--- src/rtl/riscv_pkg.sv ---
// Shared RV32 constants: load/store func3 encodings, memory-stage FSM states and default width.
package riscv_pkg;

    localparam int unsigned XLEN_DEF = 32;

    localparam logic [2:0] FUNCT3_LB  = 3'b000;
    localparam logic [2:0] FUNCT3_LH  = 3'b001;
    localparam logic [2:0] FUNCT3_LW  = 3'b010;
    localparam logic [2:0] FUNCT3_LBU = 3'b100;
    localparam logic [2:0] FUNCT3_LHU = 3'b101;
    localparam logic [2:0] FUNCT3_SB  = 3'b000;
    localparam logic [2:0] FUNCT3_SH  = 3'b001;
    localparam logic [2:0] FUNCT3_SW  = 3'b010;

    typedef enum logic {
        IDLE,
        BUSY
    } mem_state_t;

endpackage

--- src/rtl/mem_access_stage_if.sv ---
// EX/MEM inputs, data-memory port and MEM/WB outputs of the memory stage.
interface mem_access_stage_if #(
    parameter int unsigned XLEN = riscv_pkg::XLEN_DEF
);
    logic            ex_valid;
    logic [XLEN-1:0] alu_result;
    logic [XLEN-1:0] store_data;
    logic [2:0]      func3;
    logic [4:0]      rd_mem;
    logic            mem_read_mem;
    logic            mem_write_mem;
    logic            wb_enable_mem;
    logic            ld_mem;
    logic            stall_ex;
    logic            dmem_req;
    logic            dmem_we;
    logic [XLEN-1:0] dmem_addr;
    logic [XLEN-1:0] dmem_wdata;
    logic [3:0]      dmem_wstrb;
    logic            dmem_ack;
    logic [XLEN-1:0] dmem_rdata;
    logic            wb_valid;
    logic [XLEN-1:0] wb_data;
    logic [4:0]      wb_rd;
    logic            wb_enable_wb;
    logic            ld_wb;
    logic            misalign_err;
    logic            bus_err;

    modport master (
        input  ex_valid, alu_result, store_data, func3, rd_mem, mem_read_mem, mem_write_mem,
               wb_enable_mem, ld_mem, dmem_ack, dmem_rdata,
        output stall_ex, dmem_req, dmem_we, dmem_addr, dmem_wdata, dmem_wstrb,
               wb_valid, wb_data, wb_rd, wb_enable_wb, ld_wb, misalign_err, bus_err
    );

    modport slave (
        output ex_valid, alu_result, store_data, func3, rd_mem, mem_read_mem, mem_write_mem,
               wb_enable_mem, ld_mem, dmem_ack, dmem_rdata,
        input  stall_ex, dmem_req, dmem_we, dmem_addr, dmem_wdata, dmem_wstrb,
               wb_valid, wb_data, wb_rd, wb_enable_wb, ld_wb, misalign_err, bus_err
    );

endinterface

--- src/rtl/lsu_lane_align.sv ---
// Byte-lane steering for stores, load extract/extend and misalignment detection.
module lsu_lane_align (
    input  logic [2:0]  func3_i,
    input  logic [1:0]  addr_lo_i,
    input  logic [31:0] store_data_i,
    input  logic [31:0] rdata_i,
    output logic [31:0] wdata_o,
    output logic [3:0]  wstrb_o,
    output logic [31:0] load_data_o,
    output logic        misalign_o
);

    logic [7:0]  byte_sel;
    logic [15:0] half_sel;
    logic        sext;

    always_comb begin
        byte_sel    = rdata_i[7:0];
        half_sel    = addr_lo_i[1] ? rdata_i[31:16] : rdata_i[15:0];
        sext        = ~func3_i[2];
        wdata_o     = store_data_i;
        wstrb_o     = '1;
        load_data_o = rdata_i;
        misalign_o  = 1'b0;

        case (addr_lo_i)
            2'd0:    byte_sel = rdata_i[7:0];
            2'd1:    byte_sel = rdata_i[15:8];
            2'd2:    byte_sel = rdata_i[23:16];
            default: byte_sel = rdata_i[31:24];
        endcase

        // func3[1:0] gives access width; 2'b11 (and the undefined 110/111) fall into word
        case (func3_i[1:0])
            2'b00: begin
                wdata_o     = {4{store_data_i[7:0]}};
                wstrb_o     = 4'b0001 << addr_lo_i;
                load_data_o = {{24{sext & byte_sel[7]}}, byte_sel};
            end
            2'b01: begin
                wdata_o     = {2{store_data_i[15:0]}};
                wstrb_o     = addr_lo_i[1] ? 4'b1100 : 4'b0011;
                load_data_o = {{16{sext & half_sel[15]}}, half_sel};
                misalign_o  = addr_lo_i[0];
            end
            default: begin
                misalign_o  = |addr_lo_i;
            end
        endcase
    end

endmodule

--- src/rtl/mem_access_stage.sv ---
// Memory stage: latches EX/MEM, runs loads/stores over a req/ack port with timeout, drives MEM/WB.
module mem_access_stage
    import riscv_pkg::*;
#(
    parameter int unsigned XLEN        = XLEN_DEF,
    parameter int unsigned ACK_TIMEOUT = 16
) (
    input logic               clk,
    input logic               rst,
    mem_access_stage_if.master bus
);

    localparam int unsigned CNT_W = $clog2(ACK_TIMEOUT);
    localparam logic [CNT_W-1:0] CNT_LAST = CNT_W'(ACK_TIMEOUT - 1);

    mem_state_t      state_q, state_d;
    logic [CNT_W-1:0] cnt_q, cnt_d;
    logic [2:0]      func3_q, func3_d;
    logic [1:0]      addr_lo_q, addr_lo_d;
    logic [4:0]      rd_q, rd_d;
    logic            wben_q, wben_d;
    logic            ld_q, ld_d;
    logic            store_q, store_d;
    logic            req_q, req_d;
    logic            we_q, we_d;
    logic [XLEN-1:0] addr_q, addr_d;
    logic [XLEN-1:0] wdata_q, wdata_d;
    logic [3:0]      wstrb_q, wstrb_d;
    logic            wb_valid_q, wb_valid_d;
    logic [XLEN-1:0] wb_data_q, wb_data_d;
    logic [4:0]      wb_rd_q, wb_rd_d;
    logic            wb_en_q, wb_en_d;
    logic            ld_wb_q, ld_wb_d;
    logic            mis_q, mis_d;
    logic            berr_q, berr_d;

    logic [2:0]  al_func3;
    logic [1:0]  al_addr;
    logic [31:0] al_wdata, al_load;
    logic [3:0]  al_wstrb;
    logic        al_mis;
    logic        is_mem;

    // Aligner sees the incoming op in IDLE and the latched load while BUSY
    assign al_func3 = (state_q == BUSY) ? func3_q : bus.func3;
    assign al_addr  = (state_q == BUSY) ? addr_lo_q : bus.alu_result[1:0];
    assign is_mem   = bus.mem_read_mem | bus.mem_write_mem;

    lsu_lane_align u_align (
        .func3_i      (al_func3),
        .addr_lo_i    (al_addr),
        .store_data_i (bus.store_data),
        .rdata_i      (bus.dmem_rdata),
        .wdata_o      (al_wdata),
        .wstrb_o      (al_wstrb),
        .load_data_o  (al_load),
        .misalign_o   (al_mis)
    );

    always_comb begin
        state_d    = state_q;
        cnt_d      = cnt_q;
        func3_d    = func3_q;
        addr_lo_d  = addr_lo_q;
        rd_d       = rd_q;
        wben_d     = wben_q;
        ld_d       = ld_q;
        store_d    = store_q;
        req_d      = req_q;
        we_d       = we_q;
        addr_d     = addr_q;
        wdata_d    = wdata_q;
        wstrb_d    = wstrb_q;
        wb_valid_d = 1'b0;
        wb_data_d  = wb_data_q;
        wb_rd_d    = wb_rd_q;
        wb_en_d    = wb_en_q;
        ld_wb_d    = ld_wb_q;
        mis_d      = 1'b0;
        berr_d     = 1'b0;

        case (state_q)
            IDLE: begin
                if (bus.ex_valid) begin
                    func3_d   = bus.func3;
                    addr_lo_d = bus.alu_result[1:0];
                    rd_d      = bus.rd_mem;
                    wben_d    = bus.wb_enable_mem;
                    ld_d      = bus.ld_mem;
                    store_d   = bus.mem_write_mem;
                    if (!is_mem || al_mis) begin
                        wb_valid_d = 1'b1;
                        wb_data_d  = bus.alu_result;
                        wb_rd_d    = bus.rd_mem;
                        wb_en_d    = bus.wb_enable_mem & ~is_mem;
                        ld_wb_d    = bus.ld_mem;
                        mis_d      = is_mem;
                    end else begin
                        state_d = BUSY;
                        cnt_d   = '0;
                        req_d   = 1'b1;
                        we_d    = bus.mem_write_mem;
                        addr_d  = {bus.alu_result[XLEN-1:2], 2'b00};
                        wdata_d = bus.mem_write_mem ? al_wdata : '0;
                        wstrb_d = bus.mem_write_mem ? al_wstrb : '0;
                    end
                end
            end
            BUSY: begin
                if (bus.dmem_ack || cnt_q == CNT_LAST) begin
                    state_d    = IDLE;
                    req_d      = 1'b0;
                    we_d       = 1'b0;
                    wstrb_d    = '0;
                    wb_valid_d = 1'b1;
                    wb_rd_d    = rd_q;
                    ld_wb_d    = ld_q;
                    berr_d     = ~bus.dmem_ack;
                    wb_en_d    = bus.dmem_ack & ~store_q & wben_q;
                    wb_data_d  = (bus.dmem_ack && !store_q) ? al_load
                                                            : {addr_q[XLEN-1:2], addr_lo_q};
                end else begin
                    cnt_d = cnt_q + CNT_W'(1);
                end
            end
            default: state_d = IDLE;
        endcase
    end

    always_ff @(posedge clk) begin
        if (rst) begin
            state_q    <= IDLE;
            cnt_q      <= '0;
            func3_q    <= '0;
            addr_lo_q  <= '0;
            rd_q       <= '0;
            wben_q     <= 1'b0;
            ld_q       <= 1'b0;
            store_q    <= 1'b0;
            req_q      <= 1'b0;
            we_q       <= 1'b0;
            addr_q     <= '0;
            wdata_q    <= '0;
            wstrb_q    <= '0;
            wb_valid_q <= 1'b0;
            wb_data_q  <= '0;
            wb_rd_q    <= '0;
            wb_en_q    <= 1'b0;
            ld_wb_q    <= 1'b0;
            mis_q      <= 1'b0;
            berr_q     <= 1'b0;
        end else begin
            state_q    <= state_d;
            cnt_q      <= cnt_d;
            func3_q    <= func3_d;
            addr_lo_q  <= addr_lo_d;
            rd_q       <= rd_d;
            wben_q     <= wben_d;
            ld_q       <= ld_d;
            store_q    <= store_d;
            req_q      <= req_d;
            we_q       <= we_d;
            addr_q     <= addr_d;
            wdata_q    <= wdata_d;
            wstrb_q    <= wstrb_d;
            wb_valid_q <= wb_valid_d;
            wb_data_q  <= wb_data_d;
            wb_rd_q    <= wb_rd_d;
            wb_en_q    <= wb_en_d;
            ld_wb_q    <= ld_wb_d;
            mis_q      <= mis_d;
            berr_q     <= berr_d;
        end
    end

    assign bus.stall_ex     = (state_q == BUSY);
    assign bus.dmem_req     = req_q;
    assign bus.dmem_we      = we_q;
    assign bus.dmem_addr    = addr_q;
    assign bus.dmem_wdata   = wdata_q;
    assign bus.dmem_wstrb   = wstrb_q;
    assign bus.wb_valid     = wb_valid_q;
    assign bus.wb_data      = wb_data_q;
    assign bus.wb_rd        = wb_rd_q;
    assign bus.wb_enable_wb = wb_en_q;
    assign bus.ld_wb        = ld_wb_q;
    assign bus.misalign_err = mis_q;
    assign bus.bus_err      = berr_q;

endmodule

--- src/flat_wrapper.sv ---
// flat-port wrapper written by rule: the top's interface ports become plain ports
module mem_access_stage_flat import riscv_pkg::*;
#(
    parameter int unsigned XLEN        = XLEN_DEF,
    parameter int unsigned ACK_TIMEOUT = 16
)
  (clk, rst, bus_ex_valid, bus_alu_result, bus_store_data, bus_func3, bus_rd_mem, bus_mem_read_mem, bus_mem_write_mem, bus_wb_enable_mem, bus_ld_mem, bus_dmem_ack, bus_dmem_rdata, bus_stall_ex, bus_dmem_req, bus_dmem_we, bus_dmem_addr, bus_dmem_wdata, bus_dmem_wstrb, bus_wb_valid, bus_wb_data, bus_wb_rd, bus_wb_enable_wb, bus_ld_wb, bus_misalign_err, bus_bus_err);
  mem_access_stage_if #(.XLEN(XLEN)) bus_i ();
  input logic clk;
  input logic rst;
  input wire logic [$bits(bus_i.ex_valid)-1:0] bus_ex_valid;
  input wire logic [$bits(bus_i.alu_result)-1:0] bus_alu_result;
  input wire logic [$bits(bus_i.store_data)-1:0] bus_store_data;
  input wire logic [$bits(bus_i.func3)-1:0] bus_func3;
  input wire logic [$bits(bus_i.rd_mem)-1:0] bus_rd_mem;
  input wire logic [$bits(bus_i.mem_read_mem)-1:0] bus_mem_read_mem;
  input wire logic [$bits(bus_i.mem_write_mem)-1:0] bus_mem_write_mem;
  input wire logic [$bits(bus_i.wb_enable_mem)-1:0] bus_wb_enable_mem;
  input wire logic [$bits(bus_i.ld_mem)-1:0] bus_ld_mem;
  input wire logic [$bits(bus_i.dmem_ack)-1:0] bus_dmem_ack;
  input wire logic [$bits(bus_i.dmem_rdata)-1:0] bus_dmem_rdata;
  output wire logic [$bits(bus_i.stall_ex)-1:0] bus_stall_ex;
  output wire logic [$bits(bus_i.dmem_req)-1:0] bus_dmem_req;
  output wire logic [$bits(bus_i.dmem_we)-1:0] bus_dmem_we;
  output wire logic [$bits(bus_i.dmem_addr)-1:0] bus_dmem_addr;
  output wire logic [$bits(bus_i.dmem_wdata)-1:0] bus_dmem_wdata;
  output wire logic [$bits(bus_i.dmem_wstrb)-1:0] bus_dmem_wstrb;
  output wire logic [$bits(bus_i.wb_valid)-1:0] bus_wb_valid;
  output wire logic [$bits(bus_i.wb_data)-1:0] bus_wb_data;
  output wire logic [$bits(bus_i.wb_rd)-1:0] bus_wb_rd;
  output wire logic [$bits(bus_i.wb_enable_wb)-1:0] bus_wb_enable_wb;
  output wire logic [$bits(bus_i.ld_wb)-1:0] bus_ld_wb;
  output wire logic [$bits(bus_i.misalign_err)-1:0] bus_misalign_err;
  output wire logic [$bits(bus_i.bus_err)-1:0] bus_bus_err;
  assign bus_i.ex_valid = bus_ex_valid;
  assign bus_i.alu_result = bus_alu_result;
  assign bus_i.store_data = bus_store_data;
  assign bus_i.func3 = bus_func3;
  assign bus_i.rd_mem = bus_rd_mem;
  assign bus_i.mem_read_mem = bus_mem_read_mem;
  assign bus_i.mem_write_mem = bus_mem_write_mem;
  assign bus_i.wb_enable_mem = bus_wb_enable_mem;
  assign bus_i.ld_mem = bus_ld_mem;
  assign bus_i.dmem_ack = bus_dmem_ack;
  assign bus_i.dmem_rdata = bus_dmem_rdata;
  assign bus_stall_ex = bus_i.stall_ex;
  assign bus_dmem_req = bus_i.dmem_req;
  assign bus_dmem_we = bus_i.dmem_we;
  assign bus_dmem_addr = bus_i.dmem_addr;
  assign bus_dmem_wdata = bus_i.dmem_wdata;
  assign bus_dmem_wstrb = bus_i.dmem_wstrb;
  assign bus_wb_valid = bus_i.wb_valid;
  assign bus_wb_data = bus_i.wb_data;
  assign bus_wb_rd = bus_i.wb_rd;
  assign bus_wb_enable_wb = bus_i.wb_enable_wb;
  assign bus_ld_wb = bus_i.ld_wb;
  assign bus_misalign_err = bus_i.misalign_err;
  assign bus_bus_err = bus_i.bus_err;
  mem_access_stage #(.XLEN(XLEN), .ACK_TIMEOUT(ACK_TIMEOUT)) u_core (.clk(clk), .rst(rst), .bus(bus_i));
endmodule
--- config.mk ---
export PLATFORM = sky130hd
export DESIGN_NAME = mem_access_stage_flat
export DESIGN_NICKNAME = d
export VERILOG_FILES = /design/src/rtl/riscv_pkg.sv /design/src/rtl/mem_access_stage_if.sv /design/src/rtl/lsu_lane_align.sv /design/src/rtl/mem_access_stage.sv /design/src/flat_wrapper.sv
export SDC_FILE = /design/constraint.sdc
export NUM_CORES = 1
export LEC_CHECK = 0
export ABC_AREA = 1
export CAP_MARGIN = 30
export CORE_ASPECT_RATIO = 1.75
export CORE_MARGIN = 1
export CORE_UTILIZATION = 40
export CTS_BUF_LIST = sky130_fd_sc_hd__clkbuf_4 sky130_fd_sc_hd__clkbuf_8 sky130_fd_sc_hd__clkbuf_16
export DETAILED_ROUTE_END_ITERATION = 10
export GPL_TIMING_DRIVEN = 0
export PLACE_DENSITY_LB_ADDON = 0.25
export SYNTH_ARGS = -nofsm -noshare
export SYNTH_HDL_FRONTEND = slang
export SYNTH_SLANG_ARGS = --single-unit
--- constraint.sdc ---
create_clock -name clk -period 1.83 [get_ports clk]
set_clock_uncertainty 0.2 [all_clocks]
set_input_delay 0.366 -clock clk [delete_from_list [all_inputs] [get_ports clk]]
set_output_delay 0.366 -clock clk [all_outputs]
set_load 0.02 [all_outputs]
# Word level (Yosys, flattened, before mapping)
# Cells that the tools add are included.
[totals] register_bits=128 inputBits=112 output_inout_bits=113
[op_classes] addsub=1 eq_ne=9 shifts=1 mux=51 n_bitwise=14 reduce_logical=15
[op_table] op="$pmux W32 S2" n=3
[op_table] op="$mux W32" n=5
[op_table] op="$mux W4" n=8
[op_table] op="$pmux W4 S2" n=3
[op_table] op="$pmux W8 S3" n=1
[op_table] op="$mux W1" n=17
[op_table] op="$mux W16" n=1
[op_table] op="$mux W5" n=3
[op_table] op="$pmux W1 S2" n=7
[op_table] op="$reduce_and A3 Y1" n=4
[op_table] op="$pmux W5 S2" n=1
[op_table] op="$ne A2 B2 Y1 const B" n=4
[op_table] op="$not A1 Y1" n=8
[op_table] op="$and A1 B1 Y1" n=5
[op_table] op="$add A4 B1 Y4 const B" n=1
[op_table] op="$eq A2 B1 Y1 const B" n=2
[op_table] op="$eq A4 B4 Y1 const B" n=1
[op_table] op="$logic_not A2 Y1" n=2
[op_table] op="$reduce_or A4 Y1" n=1
[op_table] op="$shl A1 B2 Y4 const A" n=1
[op_table] op="$mux W3" n=1
[op_table] op="$reduce_or A3 Y1" n=1
[op_table] op="$eq A2 B2 Y1 const B" n=1
[op_table] op="$logic_not A1 Y1" n=2
[op_table] op="7 further kinds" n=8

# Depth between registers and ports, before layout
[logic_depth] depth_word=8 mapped_depth=15 ltp_nobuf=13

# Modules after synthesis
# From an unflattened synthesis, not the netlist that was laid out.
[unflattened] cells_unflattened=1025 hier_area_um2=6708.9
[modules_own_cells] mod="mem_access_stage" n_inst=1 cells_each=780 area_each_um2=5466.5
[modules_own_cells] mod="lsu_lane_align" n_inst=1 cells_each=245 area_each_um2=1242.4

# Least setup slack after synthesis
# Ideal clock, no wire load.
[synth_path] path_type="reg-to-reg" startpoint="register u_core.state_q (netlist: u_core.bus.stall_ex)" endpoint="register u_core.wdata_q[30] (netlist: u_core.bus.dmem_wdata[30])" setup_time_ps=124 arrival_ps=1630 required_time_ps=1506 path_slack_ps=-124 stages_incl_launch_ff=15 n_path_buf=3 period_less_slack_ps=1954 path_cell_list="dfxtp_1 buf_6 inv_8 nand2_2 nand2_4 inv_2 nand2_2 nand2_2 nand2_4 inv_4 nand2_4 buf_6 buf_4 nand3_1 o31ai_2"
[synth_via] elab_chain_cells=6 elab_cells_between_ends=12
[synth_lines] element="from (decl)" line="mem_access_stage.sv:16" rtl="mem_state_t state_q, state_d;"
[synth_lines] element="from (signal assigned)" line="mem_access_stage.sv:153" rtl="state_q <= state_d;"
[synth_lines] element="$mux W3 or $mux W2 (tied branches)" line="mem_access_stage.sv:45, mem_access_stage.sv:46"
[synth_lines] element="$eq A2 B1 Y1, or another cell as far along" line="lsu_lane_align.sv:34" rtl="case (func3_i[1:0])"
[synth_lines] element="$pmux W1 S2" line="lsu_lane_align.sv:34"
[synth_lines] element="$logic_or A1 B1 Y1" line="mem_access_stage.sv:91" rtl="if (!is_mem || al_mis) begin"
[synth_lines] element="$not A1 Y1 (no line)"
[synth_lines] element="$reduce_and A3 Y1 (no line)"
[synth_lines] element="to (signal assigned)" line="mem_access_stage.sv:164" rtl="wdata_q <= wdata_d;"
[synth_lines] element="to (decl)" line="mem_access_stage.sv:27" rtl="logic [XLEN-1:0] wdata_q, wdata_d;"
# Parallel ways exist; a longest one is shown, timed or not.
# A chain may end at the register's enable or synchronous reset.

# Worst setup path after layout
[layout_path] startpoint="register u_core.state_q (netlist: u_core.bus.stall_ex)" endpoint="register u_core.wb_data_q[31] (netlist: u_core.bus.wb_data[31])"
[layout_via] elab_chain_cells=8 elab_cells_between_ends=24
[layout_lines] element="$mux W2" line="mem_access_stage.sv:46" rtl="assign al_addr = (state_q == BUSY) ? addr_lo_q : bus.alu_result[1:0];"
[layout_lines] element="$eq A2 B2 Y1, or another cell as far along" line="lsu_lane_align.sv:26" rtl="case (addr_lo_i)"
[layout_lines] element="$pmux W8 S3" line="lsu_lane_align.sv:26"
[layout_lines] element="$and A1 B1 Y1" line="lsu_lane_align.sv:38" rtl="load_data_o = {{24{sext & byte_sel[7]}}, byte_sel};"
[layout_lines] element="$pmux W32 S2" line="lsu_lane_align.sv:34"
[layout_lines] element="$mux W32" line="mem_access_stage.sv:120" rtl="wb_data_d = (bus.dmem_ack && !store_q) ? al_load"
[layout_lines] element="$mux W32" line="mem_access_stage.sv:110" rtl="if (bus.dmem_ack || cnt_q == CNT_LAST) begin"
[layout_lines] element="$pmux W32 S2" line="mem_access_stage.sv:82" rtl="case (state_q)"
[layout_lines] element="to (signal assigned)" line="mem_access_stage.sv:167" rtl="wb_data_q <= wb_data_d;"
[layout_lines] element="to (decl)" line="mem_access_stage.sv:30" rtl="logic [XLEN-1:0] wb_data_q, wb_data_d;"
# Parallel ways exist; a longest one is shown, timed or not. The select of a mux whose other input is x is not followed.

==> key figures <==
Cells and area
  • Area growth syn-to-layout: 77.0%
  • FILL cells: 1201
  • Multi-input gate area: 0.00420 mm^2
  • Post-route non-filler standard cell count: 1416
  • Register area: 0.00257 mm^2
  • Fraction of layout cells with a size suffix above 1: 29.1%
  • # nets final: 1329
  • Design area: 0.0113 mm^2

Place
  • Post-DP HPWL: 18800 um
  • Port buffer count: 221
  • Placed instance area: 0.00891 mm^2
  • Pre-CTS setup slack: -1000 ps
  • DP Cell Count: 1313
  • GPL Wtd Cong: 0.955

Setup path
  • Peak fanout along the critical path: 8
  • Critical Path Slowest Stage Cell: dfxtp_4
  • WP data required: 1990 ps
  • Worst Setup Start Kind: flip-flop
  • Crit-path cells: buf_12 -> inv_16 -> nand2_8 -> nand2_8 -> buf_6 -> nand2_2 -> o21ai_2 -> inv_1 -> nand3b_1 -> buf_4 -> buf_4 -> nand3_2 -> nand2_1 -> a21oi_1
  • Arrival @ worst endpoint: 2300 ps
  • R2r setup slk: -310 ps
  • Path type of the worst setup path: flip-flop to flip-flop
  • CP endpoint kind: flip-flop
  • CP max stage delay: 360 ps

Die
  • Row Count: 60
  • Starting Density: 41.2%
  • Core area: 0.0155 mm^2
  • DIE WIDTH: 97.7 um
  • Die Height: 169 um
  • Num ports: 225
  • Die ar.: 0.0166 mm^2

Detailed routing
  • DRC: 30
  • Number of DRC markers in iteration 0: 656
  • Post-route ant nets: 0
  • Drt pass-1 iters: 8
  • Vias: 8044
  • Drt wl/cell: 20.3 um
  • Routed WL: 28700 um
  • Via density: 5.68

STA
  • Tcrit/Tclk final: 117%
  • Final setup fails: 113
  • Post-layout worst setup margin: -313 ps
  • Worst Max-Slew Pin Slew: 644 ps
  • Maximum clock rate: 467 MHz
  • Tmin final: 2140 ps
  • Max-Slew Margin vs Limit: 57.1%
  • Final Slew Violations: 0
  • RSZ-0062 raised after global routing: true
  • Fin Setup TNS: -23290 ps
  • Hold Fails Final Rpt: 0

CTS
  • Hold Buf Count CTS: 0
  • Clk_lat worst skew: 420 ps
  • H-tree depth: 4
  • Clk buf depth: 2
  • Clock transition at path regs: 60 ps
  • CTS Buf Count: 17
  • Sinks on the clock net: 128
  • Clock root buffer: clkbuf_16
  • TritonCTS clock tree: built

Logic synthesis
  • Proportion of synthesized area in mux cells: 0.937%
  • Asr flop ratio synth: 0%
  • Post-synth cell types: 44
  • Yosys reg bits: 128
  • Ys Warns: 0
  • Leading area contributor after synthesis: dfxtp_1
  • Synth Area in Simple Gates: 24.4%
  • Post-synthesis compound-gate area fraction: 25.2%
  • Synthesized area per cell: 7.08 um^2
  • Primary FF master, synth: dfxtp_1
  • Synth area leaders: dfxtp_1, nand2_1, a21oi_1, o21ai_0, nand3_1
  • Largest family of logic cells by synthesized area: compound AO/OA/AOI/OAI gates
  • XOR/XNOR share of the synthesized area: 0.137%
  • Mapped Area: 0.00641 mm^2
  • Yosys top cell area share: 40.0%
  • Adder-cell share of the synthesized area: 0.195%
  • Seq/Total Area, Yosys: 40.0%
  • EDFF count, synth: 0
  • Cells after Synth: 905

GRT
  • GRT Residual Overflow: 0
  • Antenna violations before repair: 1
  • Vias in the first global route: 7916
  • First-pass GRT wire length: 41000 um
  • Largest net degree at the start of global routing: 17
  • Gr usage total: 32.4%

Status
  • Failing checks: design-rule violations, negative setup slack
  • Status: finished, violations left

Pwr
  • Psw: 3.38 mW
  • Leak: 5.10 nW
  • Int Power: 6.67 mW
  • Switch share: 33.6%
  • Pwr dens: 886 mW/mm^2
  • Clk pwr share: 38.0%
  • Worst vdd ir: 0.000595 V
  • Register share of total power: 31.6%
  • Combinational power share: 30.4%

Flow run
  • Max-cap violation count: 0

Min path
  • Worst hold path type: input port to flip-flop
==> critical path, delay by kind of cell, from the launching register on <==
kind | cells | cell delay, ps
buffers and inverters | 6 | 780
flip-flops | 1 | 360
AND/OR/NAND/NOR | 6 | 570
AO/OA/AOI/OAI | 2 | 170
==> metal layers <==
layer | global-route usage [%] | wire length (um) | vias up
li1 | - | - | 3690
met1 | 31.3 | 9750 | 3711
met2 | 61.1 | 14900 | 501
met3 | 6.34 | 2170 | 142
met4 | 22.4 | 1930 | 0
met5 | 0 | 0 | -
==> registers in the layout, summed over array words and instances (netlist names), 2 cells and up <==
register               cells
u_core.addr_lo_q           2
u_core.bus.dmem_addr      30
u_core.bus.dmem_wdata     32
u_core.bus.dmem_wstrb      4
u_core.bus.wb_data        32
u_core.bus.wb_rd           5
u_core.cnt_q               4
u_core.func3_q             3
u_core.rd_q                5
==> cells in the final DEF (no fill, tap or decap), drive strengths merged, types with 7 or more instances in the layout <==
master	Yosys	final
nor2	84	84
a22oi	22	22
nand3	62	62
dlygate4sd2	0	112
dfxtp	128	128
a21oi	118	118
o211ai	14	14
o211a	7	7
o21ai	110	110
clkbuf	34	47
nand2	209	209
clkdlybuf4s50	0	109
buf	31	105
inv	55	63
==> Yosys cell counts, drive strengths merged, types with 2 or more instances <==
cell and number:
a21oi 118, o31ai 3, a21boi 2, dfxtp 128, nand4 2, o221ai 2
o211a 7, inv 55, o21a 2, buf 31, o22ai 5, o211ai 14
o21ai 110, a22oi 22, nor2 84, nand2 209, nand3 62, clkbuf 34
mux2i 6, nor3 2
==> power groups by stage <==
| stage | sequential (mW) | clock, mW | combinational [mW] |
|---|---|---|---|
| after floorplan | 3.47 | 0 | 0.985 |
| after global placement | 3.22 | 0 | 2.29 |
| after detailed placement | 3.22 | 0 | 2.30 |
| after CTS | 3.16 | 3.82 | 2.71 |
| after global routing | 3.20 | 3.95 | 3.21 |
| final | 3.18 | 3.82 | 3.05 |
==> stage by stage <==
step	hold slack, ps	power, mW	util (%)
6_report	120	10.1	73.0
5_1_grt	119	10.4	73.0
4_1_cts	105	9.69	68.8
3_5_place_dp	242	5.52	57.3
3_3_place_gp	239	5.50	57.3
2_1_floorplan	229	4.45	-
==> area by class of cell <==
type | instances | share of cell area (%)
Tap cell | 186 | 2.05
Clock inverter | 15 | 1.94
Antenna cell | 1 | 0.0221
Timing Repair Buffer | 292 | 25.4
Multi-Input combinational cell | 657 | 37.0
Buffer | 64 | 4.95
Sequential cell | 128 | 22.6
Clock buffer | 17 | 3.75
Inverter | 56 | 2.24
==> final timing paths <==
path | startpoint | endpoint | cells after the start
max | u_core.bus.stall_ex$_SDFF_PP0_ | u_core.bus.wb_data[31]$_SDFFE_PP0P_ | 14
min | bus_mem_write_mem | u_core.bus.dmem_wdata[13]$_SDFFE_PP0P_ | 3
max reg2reg | u_core.bus.stall_ex$_SDFF_PP0_ | u_core.bus.wb_data[31]$_SDFFE_PP0P_ | 14
min reg2reg | u_core.bus.wb_data[9]$_SDFFE_PP0P_ | u_core.bus.wb_data[9]$_SDFFE_PP0P_ | 2
==> what timing repair did <==
item,4_1_cts,5_1_grt
gates resized for setup,341,170
pin swaps,45,40
endpoints found under the hold margin,0,0
setup endpoints to repair,238,122
setup buffers,43,18
gates cloned,12,4
==> cells by family (layout without fill, tap and decap cells) <==
kind of cell,Yosys count,count (layout)
muxes,6,6
DFF,128,128
xor gates and xnor gates,1,1
adders and majority gates,1,1
AOI/OAI and AO/OA,287,287
other,1,3
buffers and inverters,121,444
and+or+nand+nor,360,360
(Power assumes the default switching activity.)
